==> src/rtl/mem_pkg.sv <==
// Shared types and constants for the memory-access stage.
package mem_pkg;

    typedef enum logic [1:0] {
        IDLE = 2'd0,
        BUSY = 2'd1,
        DONE = 2'd2
    } mem_state_t;

    localparam logic [2:0] F3_B  = 3'b000;
    localparam logic [2:0] F3_H  = 3'b001;
    localparam logic [2:0] F3_W  = 3'b010;
    localparam logic [2:0] F3_BU = 3'b100;
    localparam logic [2:0] F3_HU = 3'b101;

    // Byte-enable mask for an access of width funct3[1:0] at byte offset off.
    function automatic logic [3:0] be_mask(input logic [2:0] f3, input logic [1:0] off);
        logic [3:0] m;
        case (f3[1:0])
            2'b00:   m = 4'b0001 << off;
            2'b01:   m = 4'b0011 << off;
            default: m = 4'b1111;
        endcase
        return m;
    endfunction

endpackage

==> src/rtl/load_extend.sv <==
// Combinational load alignment and sign/zero extension of a 32-bit read word.
module load_extend
    import mem_pkg::*;
(
    input  logic [31:0] rdata,
    input  logic [1:0]  offset,
    input  logic [2:0]  funct3,
    output logic [31:0] ext
);

    logic [7:0]  byte_sel;
    logic [15:0] half_sel;

    // Pick the addressed lane, then extend according to funct3.
    always_comb begin
        byte_sel = rdata[8*offset +: 8];
        half_sel = offset[1] ? rdata[31:16] : rdata[15:0];
        case (funct3)
            F3_B:    ext = {{24{byte_sel[7]}}, byte_sel};
            F3_BU:   ext = {24'd0, byte_sel};
            F3_H:    ext = {{16{half_sel[15]}}, half_sel};
            F3_HU:   ext = {16'd0, half_sel};
            default: ext = rdata;
        endcase
    end

endmodule

==> src/rtl/memory_stage.sv <==
// M-stage data-memory access: fault check, request/ready handshake,
// store lane replication and registered load extension.
module memory_stage
    import mem_pkg::*;
#(
    parameter int DATA_WIDTH = 32
) (
    input  logic                  clk,
    input  logic                  rst_n,
    input  logic [DATA_WIDTH-1:0] ALUResultM,
    input  logic [DATA_WIDTH-1:0] WriteDataM,
    input  logic                  MemReadM,
    input  logic                  MemWriteM,
    input  logic [2:0]            Funct3M,
    output logic [DATA_WIDTH-1:0] ReadDataM,
    output logic                  StallM,
    output logic                  FaultM,
    output logic                  mem_req,
    output logic                  mem_we,
    output logic [DATA_WIDTH-1:0] mem_addr,
    output logic [DATA_WIDTH-1:0] mem_wdata,
    output logic [3:0]            mem_be,
    input  logic                  mem_ready,
    input  logic [DATA_WIDTH-1:0] mem_rdata
);

    mem_state_t            state_q, state_d;
    logic [DATA_WIDTH-1:0] addr_q, wdata_q, rdata_q;
    logic [1:0]            off_q;
    logic [3:0]            be_q;
    logic                  we_q;
    logic [2:0]            f3_q;

    logic                  access, fault, capture, load_en;
    logic [DATA_WIDTH-1:0] wdata_d, ext;

    assign access = MemReadM | MemWriteM;

    // Fault decode: conflicting controls, reserved funct3, or misalignment.
    always_comb begin
        fault = 1'b0;
        if (MemReadM && MemWriteM)
            fault = 1'b1;
        if (Funct3M == 3'b011 || Funct3M == 3'b110 || Funct3M == 3'b111)
            fault = 1'b1;
        if (Funct3M[1:0] == 2'b01 && ALUResultM[0])
            fault = 1'b1;
        if (Funct3M[1:0] == 2'b10 && ALUResultM[1:0] != 2'b00)
            fault = 1'b1;
    end

    // Replicate narrow store data across every lane so the enables pick it.
    always_comb begin
        case (Funct3M[1:0])
            2'b00:   wdata_d = {4{WriteDataM[7:0]}};
            2'b01:   wdata_d = {2{WriteDataM[15:0]}};
            default: wdata_d = WriteDataM;
        endcase
    end

    // Next-state and handshake outputs.
    always_comb begin
        state_d = state_q;
        StallM  = 1'b0;
        FaultM  = 1'b0;
        mem_req = 1'b0;
        capture = 1'b0;
        load_en = 1'b0;
        case (state_q)
            IDLE: begin
                if (access) begin
                    if (fault) begin
                        FaultM = 1'b1;
                    end else begin
                        StallM  = 1'b1;
                        capture = 1'b1;
                        state_d = BUSY;
                    end
                end
            end
            BUSY: begin
                mem_req = 1'b1;
                StallM  = 1'b1;
                if (mem_ready) begin
                    load_en = ~we_q;
                    state_d = DONE;
                end
            end
            DONE:    state_d = IDLE;
            default: state_d = IDLE;
        endcase
    end

    // State register.
    always_ff @(posedge clk or negedge rst_n) begin
        if (!rst_n) state_q <= IDLE;
        else        state_q <= state_d;
    end

    // Capture the request fields when a legal access is accepted in IDLE.
    always_ff @(posedge clk or negedge rst_n) begin
        if (!rst_n) begin
            addr_q  <= '0;
            wdata_q <= '0;
            off_q   <= '0;
            be_q    <= '0;
            we_q    <= 1'b0;
            f3_q    <= '0;
        end else if (capture) begin
            addr_q  <= {ALUResultM[DATA_WIDTH-1:2], 2'b00};
            wdata_q <= wdata_d;
            off_q   <= ALUResultM[1:0];
            be_q    <= be_mask(Funct3M, ALUResultM[1:0]);
            we_q    <= MemWriteM;
            f3_q    <= Funct3M;
        end
    end

    load_extend u_ext (
        .rdata  (mem_rdata),
        .offset (off_q),
        .funct3 (f3_q),
        .ext    (ext)
    );

    // Load result register; only a completing load updates it.
    always_ff @(posedge clk or negedge rst_n) begin
        if (!rst_n)       rdata_q <= '0;
        else if (load_en) rdata_q <= ext;
    end

    assign ReadDataM = rdata_q;
    assign mem_we    = mem_req & we_q;
    assign mem_addr  = addr_q;
    assign mem_wdata = wdata_q;
    assign mem_be    = be_q;

endmodule

==> config.mk <==
export PLATFORM = sky130hd
export DESIGN_NAME = memory_stage
export DESIGN_NICKNAME = d
export VERILOG_FILES = /design/src/rtl/mem_pkg.sv /design/src/rtl/load_extend.sv /design/src/rtl/memory_stage.sv
export SDC_FILE = /design/constraint.sdc
export NUM_CORES = 1
export LEC_CHECK = 0
export CAP_MARGIN = 20
export CORE_MARGIN = 1.5
export CORE_UTILIZATION = 48
export CTS_CLUSTER_DIAMETER = 100
export DETAILED_ROUTE_END_ITERATION = 16
export PLACE_DENSITY_LB_ADDON = 0.3
export SLEW_MARGIN = 10
export SYNTH_ARGS = -nofsm -noshare
export SYNTH_HDL_FRONTEND = slang
export SYNTH_HIERARCHICAL = 1
export SYNTH_SLANG_ARGS = --single-unit
==> constraint.sdc <==
create_clock -name clk -period 7.7 [get_ports clk]
set_clock_uncertainty 0.05 [all_clocks]
set_input_delay 1.54 -clock clk [delete_from_list [all_inputs] [get_ports clk]]
set_output_delay 1.54 -clock clk [all_outputs]
set_load 0.1 [all_outputs]
==> results_dict.tcl, run 1 <==
set metrics [dict create \
    ctsHoldBuffers 0 \
    drt-initial-drc-count 140 \
    postCtsSetupBuffers 0 \
    maxCapViolations 0 \
    crit_path_start_kind "input port" \
    dr_wl_met2_um 6720 \
    gp_congestion 0.798 \
    tightest_slew_ns 1.04 \
    arrival_ns 4.11 \
    initial_core_util 0.499 \
    status "complete, no violations" \
    ys_warn_count 6 \
    coreArea_mm2 0.0110 \
    relSlewSlack 0.302 \
    crit_fanout 35 \
    n_antenna_cell 0 \
    syn_inst 390 \
    finalCritPeriodShare 0.740 \
    syn_area_mm2 0.00551 \
    syn2layout_area_growth_pct 43.0 \
    grt_pass1_wl_um 21500 \
    wl_per_cell_um 18.9 \
    critPathSlowestCell "a2111o_2" \
    ant_nets 0 \
    routed.top_layer "met4" \
    vias 3882 \
    hold_end "ReadDataM[0]" \
    fmaxAchievable_mhz 175 \
    cp_common_cell "buf_4" \
    rsz0062_at_grt "no" \
    ys_seq_elements 106 \
    seq_area_frac_synth 0.482 \
    hold_depth 1 \
    cts_tree "built" \
    antenna_found_initial 0 \
    fin_crit_ns 5.70 \
    r2r-end "ReadDataM[17]" \
    r2r_start "f3_q[1]" \
    grt_overflow 0 \
    clock-sinks 106 \
    grt_pass1_vias 4208 \
    synth_edf_count 0 \
    totalWireLength_um 13800 \
    finalMaxSlewViolations 0 \
    num_rows 38 \
    dieWidth_um 110 \
    timing.final.ws_setup_ns 2.00 \
    drt-pass1-iter-count 4 \
    synth.top_cell.area_share 0.482 \
    dp_hpwl_um 9910 \
    ios 208 \
    die_area_mm2 0.0121 \
    final.setup.tns_ns 0 \
    viasPerCell 5.32 \
    ys.flop_type "dfrtp_1" \
    cts_made_buffers 9 \
    setup_viol_count_final 0 \
    fin_nets 689 \
    cts_resized 0 \
    r2r_cells 4 \
    grt_usage 0.233 \
    rrSetupSlack_ns 5.14 \
    wl_met1_um 5730 \
    htreeDepth 3 \
    async_flop_share 1.00 \
    ys_types 43 \
    crit_type "in -> out" \
    synth_top_area_cell "dfrtp_1" \
    met3_length_um 1060 \
    slowest_delay_ns 0.88 \
    hp-class "reg -> reg" \
    crit_required_ns 6.11 \
    clk_path_buf_depth 2 \
    synth.area.top_cells "dfrtp_1, mux2_4, mux2_2, a2bb2oi_2, mux2i_1" \
    min-delay-start "ReadDataM[0]" \
    synth.avg_cell_area_um2 14.1 \
    pre_cts_ws_ns 2.00 \
    hold_viol_final 0 \
    die_height_um 110 \
    fill_cells 788 \
    cts_root_buf "clkbuf_16" \
    grt_max_degree 82 \
    clock_latency_ns 0.34 \
    end_kind "output pin" \
    clk_transition_reported_paths_ns 0.07 \
    drc 0 \
    layout-drive-gt1-share 0.286 \
    port_buffers 205 \
    cp_cell_sequence "clkdlybuf4s50_1 -> buf_4 -> or4_4 -> a2111o_2 -> nand2_1 -> buf_4" \
]
-- logic make-up after synthesis --
group                  count (synthesis)  synth area share
buffers and inverters                 32            0.0391
multiplexers                         139             0.321
AO/OA/AOI/OAI                         64             0.109
XOR/XNOR                               1           0.00159
flip-flops                           106             0.482
other                                  1          0.000681
AND/OR/NAND/NOR                       47            0.0468
-- critical path: cells and delay by family --
family                 cells  cell delay, ns
AOI/OAI and AO/OA          1            0.88
buffers and inverters      3            0.91
and+or+nand+nor            2            0.77
-- through the flow --
stage                     hold slack (ns)   util  area, um2  cells
after floorplan                     0.433      -       5510    391
after global placement              0.440  0.687       7580    713
after detailed placement            0.444  0.687       7580    713
after CTS                           0.459  0.712       7850    729
after global routing                0.471  0.714       7880    730
final                               0.456  0.714       7880    730
-- how the worst max path moves through the flow --
stage,from,end,slack (ns),depth (start not counted)
after floorplan,Funct3M[0],FaultM,2.08,4
after global placement,Funct3M[0],StallM,2.02,6
after CTS,Funct3M[0],StallM,1.99,6
after global routing,Funct3M[0],StallM,1.90,6
after detailed placement,Funct3M[0],StallM,2.00,6
final,Funct3M[0],StallM,2.00,6
-- state kept, by name (all words and copies together) (netlist names) --
register,cells
mem_be,4
ReadDataM,32
mem_wdata,32
off_q,2
mem_addr,30
we_q,1
f3_q,3
state_q,2
-- area by class of cell --
cell class / instances / area [um2] / share of cell area
clock buffer: 12 / 246 / 0.0313
clock inverter: 4 / 26.3 / 0.00334
inverter: 4 / 15.0 / 0.00191
multi-input combinational: 253 / 2650 / 0.336
sequential: 106 / 2650 / 0.337
tap: 140 / 175 / 0.0222
timing repair buffer: 211 / 2110 / 0.268
-- Yosys cell counts (2+ instances only) --
library cell and n:
a2bb2oi_1 6, dfrtp_1 106, clkbuf_1 11, nand2b_1 3, o21ai_0 11, a2bb2oi_2 14
mux2_4 59, o21bai_1 2, a21oi_1 8, mux2_2 66, nor2b_1 10, o21a_1 3
a22o_1 2, o221ai_1 5, buf_4 5, and2_1 2, mux2i_1 14, and3_1 2
a221o_1 6, inv_1 3, nand2_1 15, nor2_1 7, buf_6 10
-- cells in the final DEF (no fill, tap or decap), types with 3 or more instances in the layout --
cell / n
clkdlybuf4s50_1: 203
dfrtp_1: 106
mux2_2: 66
mux2_4: 59
nand2_1: 15
mux2i_1: 14
a2bb2oi_2: 14
o21ai_0: 11
nor2b_1: 10
clkbuf_16: 9
a21oi_1: 8
nor2_1: 7
buf_4: 7
a221o_1: 6
a2bb2oi_1: 6
o221ai_1: 5
nand2b_1: 3
inv_1: 3
o21a_1: 3
-- routing by layer --
| metal | vias to the layer above | GRT usage |
|---|---|---|
| li1 | 1813 | - |
| met1 | 1894 | 0.295 |
| met2 | 151 | 0.388 |
| met3 | 24 | 0.0576 |
| met4 | 0 | 0.0852 |
| met5 | - | 0 |
Power of run 1 is left out: the tool's default activity adds up to more than one toggle a clock period on the data nets, which glitch-free logic cannot reach.
==> run 2, diff against run 1 <==
--- a/config.mk
+++ b/config.mk
@@ -7,7 +7,7 @@
 export LEC_CHECK = 0
 export CAP_MARGIN = 20
 export CORE_MARGIN = 1.5
-export CORE_UTILIZATION = 48
+export CORE_UTILIZATION = 45
 export CTS_CLUSTER_DIAMETER = 100
 export DETAILED_ROUTE_END_ITERATION = 16
 export PLACE_DENSITY_LB_ADDON = 0.3
==> constraint.sdc (replaced) <==
create_clock -name clk -period 5.4 [get_ports clk]
set_clock_uncertainty 0.05 [all_clocks]
set_input_delay 1.08 -clock clk [delete_from_list [all_inputs] [get_ports clk]]
set_output_delay 1.08 -clock clk [all_outputs]
set_load 0.1 [all_outputs]
==> run 2 against run 1 <==
  * Non-clock buffer count unchanged
  * Via count up 2.1%
  * Sequential share of layout area down 0.21 points
  * Highest routed layer unchanged
  * Worst setup slack worse by 0.72 ns
==> results_dict.tcl, run 2 (synthesis results as in run 1) <==
set metrics [dict create \
    arrival_ns 2.99 \
    hold_depth 1 \
    grt_max_degree 70 \
    r2r_cells 4 \
    grt_pass1_vias 4141 \
    dieWidth_um 114 \
    ant_nets 0 \
    finalCritPeriodShare 0.763 \
    fill_cells 910 \
    final_common_cell "clkdlybuf4s50_1" \
    hold_viol_final 0 \
    drt-pass1-iter-count 4 \
    ctsHoldBuffers 0 \
    r2r_start "off_q[1]" \
    fin_crit_ns 4.12 \
    viasPerCell 5.38 \
    rsz0062_at_grt "no" \
    gp_congestion 0.771 \
    totalWireLength_um 13700 \
    dp_cells 721 \
    fin_nets 689 \
    cts_tree "built" \
    n_antenna_cell 0 \
    fmaxAchievable_mhz 243 \
    grt_overflow 0 \
    crit_path_start_kind "input port" \
    clock-sinks 106 \
    status "complete, no violations" \
    antenna_found_initial 0 \
    coreArea_mm2 0.0120 \
    ios 208 \
    min-delay-start "ReadDataM[0]" \
    initial_core_util 0.460 \
    grt_usage 0.216 \
    rrSetupSlack_ns 2.82 \
    most-common-layout-cells "clkdlybuf4s50_1, dfrtp_1, mux2_2" \
    wl_per_cell_um 18.6 \
    end_kind "output pin" \
    port_buffers 205 \
    dp_hpwl_um 9710 \
    crit_required_ns 4.27 \
    clock_latency_ns 0.34 \
    maxCapViolations 0 \
    htreeDepth 3 \
    die_height_um 114 \
    grt_pass1_wl_um 21700 \
    hold_end "ReadDataM[0]" \
    clk_transition_reported_paths_ns 0.07 \
    finalMaxSlewViolations 0 \
    syn2layout_area_growth_pct 43.9 \
    final.setup.tns_ns 0 \
    cts_made_buffers 9 \
    drt-initial-drc-count 136 \
    postCtsSetupBuffers 0 \
    hold-worst-slack_ns 0.459 \
    setup_viol_count_final 0 \
    vias 3963 \
    tightest_slew_ns 1.06 \
    drc 0 \
    crit_fanout 8 \
    cts_resized 0 \
    relSlewSlack 0.294 \
    die_area_mm2 0.0129 \
    hp-class "reg -> reg" \
    layout-drive-gt1-share 0.290 \
    clk_path_buf_depth 2 \
    num_rows 40 \
    r2r-end "ReadDataM[11]" \
    crit_type "in -> out" \
    cts_root_buf "clkbuf_16" \
    fin_cells 737 \
]
run 2: worst max-delay path by stage:
stage                              from  endpoint  slack, ns  cells past startpoint
after floorplan              Funct3M[0]    FaultM       0.70                      4
after global placement    ALUResultM[0]    StallM       1.33                      5
after detailed placement  ALUResultM[0]    StallM       1.31                      5
after CTS                 ALUResultM[0]    StallM       1.30                      5
after global routing      ALUResultM[0]    StallM       1.18                      5
final                     ALUResultM[0]    StallM       1.28                      5
run 2: layout make-up:
| class | instances | area, um2 | share of cell area |
|---|---|---|---|
| multi-input combinational | 253 | 2650 | 0.334 |
| timing repair buffer | 211 | 2120 | 0.268 |
| inverter | 4 | 15.0 | 0.00189 |
| clock inverter | 5 | 61.3 | 0.00773 |
| tap | 147 | 184 | 0.0232 |
| sequential | 106 | 2650 | 0.335 |
| clock buffer | 11 | 243 | 0.0306 |
run 2: critical path, stage by stage:
cell,delay [ns]
clkdlybuf4s50_1,0.56
or4_4,0.55
a2111o_2,0.49
nand2_1,0.12
buf_12,0.18
run 2: per-stage QoR:
stage / util / setup slack, ns / instance area [um2]
4_1_cts: 0.663 / 1.30 / 7930
5_1_grt: 0.663 / 1.18 / 7930
3_3_place_gp: 0.635 / 1.33 / 7590
6_report: 0.663 / 1.28 / 7930
3_5_place_dp: 0.637 / 1.31 / 7620
2_1_floorplan: - / 0.698 / 5510
run 2: layer usage:
layer  part of all wire  wire length [um]  GRT usage  vias to the layer above
met5                  0                 0          0                        -
met4              0.019               256     0.0742                        0
met3              0.084              1150     0.0717                       15
met2               0.46              6340      0.345                      162
met1               0.44              5970      0.276                     1965
li1                   -                 -          -                     1821
Power of run 2 is left out for the same reason.
==> run 3, diff against run 2 <==
--- a/config.mk
+++ b/config.mk
@@ -7,7 +7,7 @@
 export LEC_CHECK = 0
 export CAP_MARGIN = 20
 export CORE_MARGIN = 1.5
-export CORE_UTILIZATION = 45
+export CORE_UTILIZATION = 40
 export CTS_CLUSTER_DIAMETER = 100
 export DETAILED_ROUTE_END_ITERATION = 16
 export PLACE_DENSITY_LB_ADDON = 0.3
==> constraint.sdc (replaced) <==
create_clock -name clk -period 3.6 [get_ports clk]
set_clock_uncertainty 0.05 [all_clocks]
set_input_delay 0.72 -clock clk [delete_from_list [all_inputs] [get_ports clk]]
set_output_delay 0.72 -clock clk [all_outputs]
set_load 0.1 [all_outputs]
==> run 3 against run 2 <==
  * First-iteration DRC count fell by 0.74%
  * Via count barely moved
  * Final cell count rose by 4.6%
  * Die area rose by 12%
  * Global-route usage fell by 1.3 points
  * Flip-flop and latch count did not move
  * Hold slack got worse by 0.11 ns
  * Routed wire length rose by 4.1%
  * Worst setup slack got worse by 1.0 ns
  * Sequential share of layout area fell by 0.10 points
==> results_dict.tcl, run 3 (synthesis results as in run 1) <==
set metrics [dict create \
    status "complete, no violations" \
    fill_cells 1110 \
    cts_resized 0 \
    ios 208 \
    antenna_found_initial 0 \
    fin_crit_ns 3.32 \
    cts_tree "built" \
    grt_pass1_wl_um 22700 \
    hp-class "in -> async" \
    routed.top_layer "met4" \
    num_rows 42 \
    clock-sinks 106 \
    r2r_start "off_q[1]" \
    die_area_mm2 0.0145 \
    die_height_um 120 \
    finalCritPeriodShare 0.923 \
    crit_type "in -> out" \
    wl_met1_um 5890 \
    placed_cell_area_mm2 0.00768 \
    coreArea_mm2 0.0133 \
    r2r-end "ReadDataM[2]" \
    maxCapViolations 0 \
    cp_cell_sequence "clkdlybuf4s50_1 -> or4_4 -> a2111o_2 -> nand2_1 -> buf_12" \
    grt_overflow 0 \
    fin_nets 694 \
    initial_core_util 0.413 \
    postCtsSetupBuffers 0 \
    dr_wl_met2_um 6860 \
    vias 3965 \
    met3_length_um 1210 \
    rrSetupSlack_ns 1.33 \
    dieWidth_um 120 \
    wl_per_cell_um 18.5 \
    clock_latency_ns 0.34 \
    n_antenna_cell 0 \
    crit_fanout 3 \
    cts_root_buf "clkbuf_16" \
    layout-drive-gt1-share 0.303 \
    relSlewSlack 0.295 \
    critPathSlowestCell "or4_4" \
    syn2layout_area_growth_pct 44.4 \
    port_buffers 205 \
    totalWireLength_um 14300 \
    clk_transition_reported_paths_ns 0.07 \
    cts_made_buffers 9 \
    finalMaxSlewViolations 0 \
    design_area_mm2 0.00795 \
    hold_viol_final 0 \
    fin_cells 771 \
    dp_hpwl_um 10400 \
    dp_cells 755 \
    htreeDepth 3 \
    ctsHoldBuffers 0 \
    grt_pass1_vias 4331 \
    grt_max_degree 60 \
    hold-worst-slack_ns 0.354 \
    final_common_cell "clkdlybuf4s50_1" \
    most-common-layout-cells "clkdlybuf4s50_1, dfrtp_1, mux2_2" \
    fmaxAchievable_mhz 301 \
    ant_nets 0 \
    gp_congestion 0.773 \
    end_kind "output pin" \
    r2r_cells 4 \
    grt_usage 0.203 \
    rsz0062_at_grt "no" \
    clk_path_buf_depth 2 \
    viasPerCell 5.14 \
    final.setup.tns_ns 0 \
    crit_required_ns 2.83 \
    drc 0 \
    arrival_ns 2.55 \
    drt-pass1-iter-count 4 \
    tightest_slew_ns 1.05 \
    drt-initial-drc-count 135 \
    slowest_delay_ns 0.56 \
    setup_viol_count_final 0 \
    crit_path_start_kind "input port" \
]
run 3: cell types whose count changed in the layout (fill, tap and decap cells not counted), sizes merged:
cell,previous run,this run
clkinvlp,0,1
clkinv,3,2
buf,9,21
bufinv,1,0
clkbuf,11,14
inv,5,3
clkdlybuf4s50,202,195
run 3: worst max-delay path by stage:
stage               startpoint      to  slack, ns  depth (start not counted)
global route        Funct3M[0]  StallM       0.21                          5
CTS                 Funct3M[0]  StallM       0.27                          5
floorplan           Funct3M[0]  StallM       0.06                          6
finish              Funct3M[0]  StallM       0.28                          5
detailed placement  Funct3M[0]  StallM       0.28                          5
global placement    Funct3M[0]  StallM       0.28                          5
run 3: final cells by class:
cell class	count	area (um2)	area share
Inverter	4	15.0	0.00189
Sequential cell	106	2650	0.334
Timing Repair Buffer	216	2150	0.270
Multi-Input combinational cell	253	2650	0.333
Tap cell	176	220	0.0277
Clock inverter	2	12.5	0.00157
Clock buffer	14	254	0.0319
run 3: metrics by stage:
step	utilization	worst slack, ns
after global placement	0.576	0.280
after CTS	0.596	0.266
after floorplan	-	0.0577
after global routing	0.596	0.212
after detailed placement	0.576	0.278
final	0.596	0.279
run 3: worst max-delay path, delay by kind of cell:
kind	cells	cell delay, ns
compound gates	1	0.50
buf+inv	2	0.63
simple gates	2	0.69
run 3: metal layers:
metal | vias to the layer above | track usage
met4 | 0 | 0.0838
met3 | 19 | 0.0642
met2 | 160 | 0.333
met1 | 1955 | 0.247
li1 | 1831 | -
met5 | - | 0
Power of run 3 is left out for the same reason.
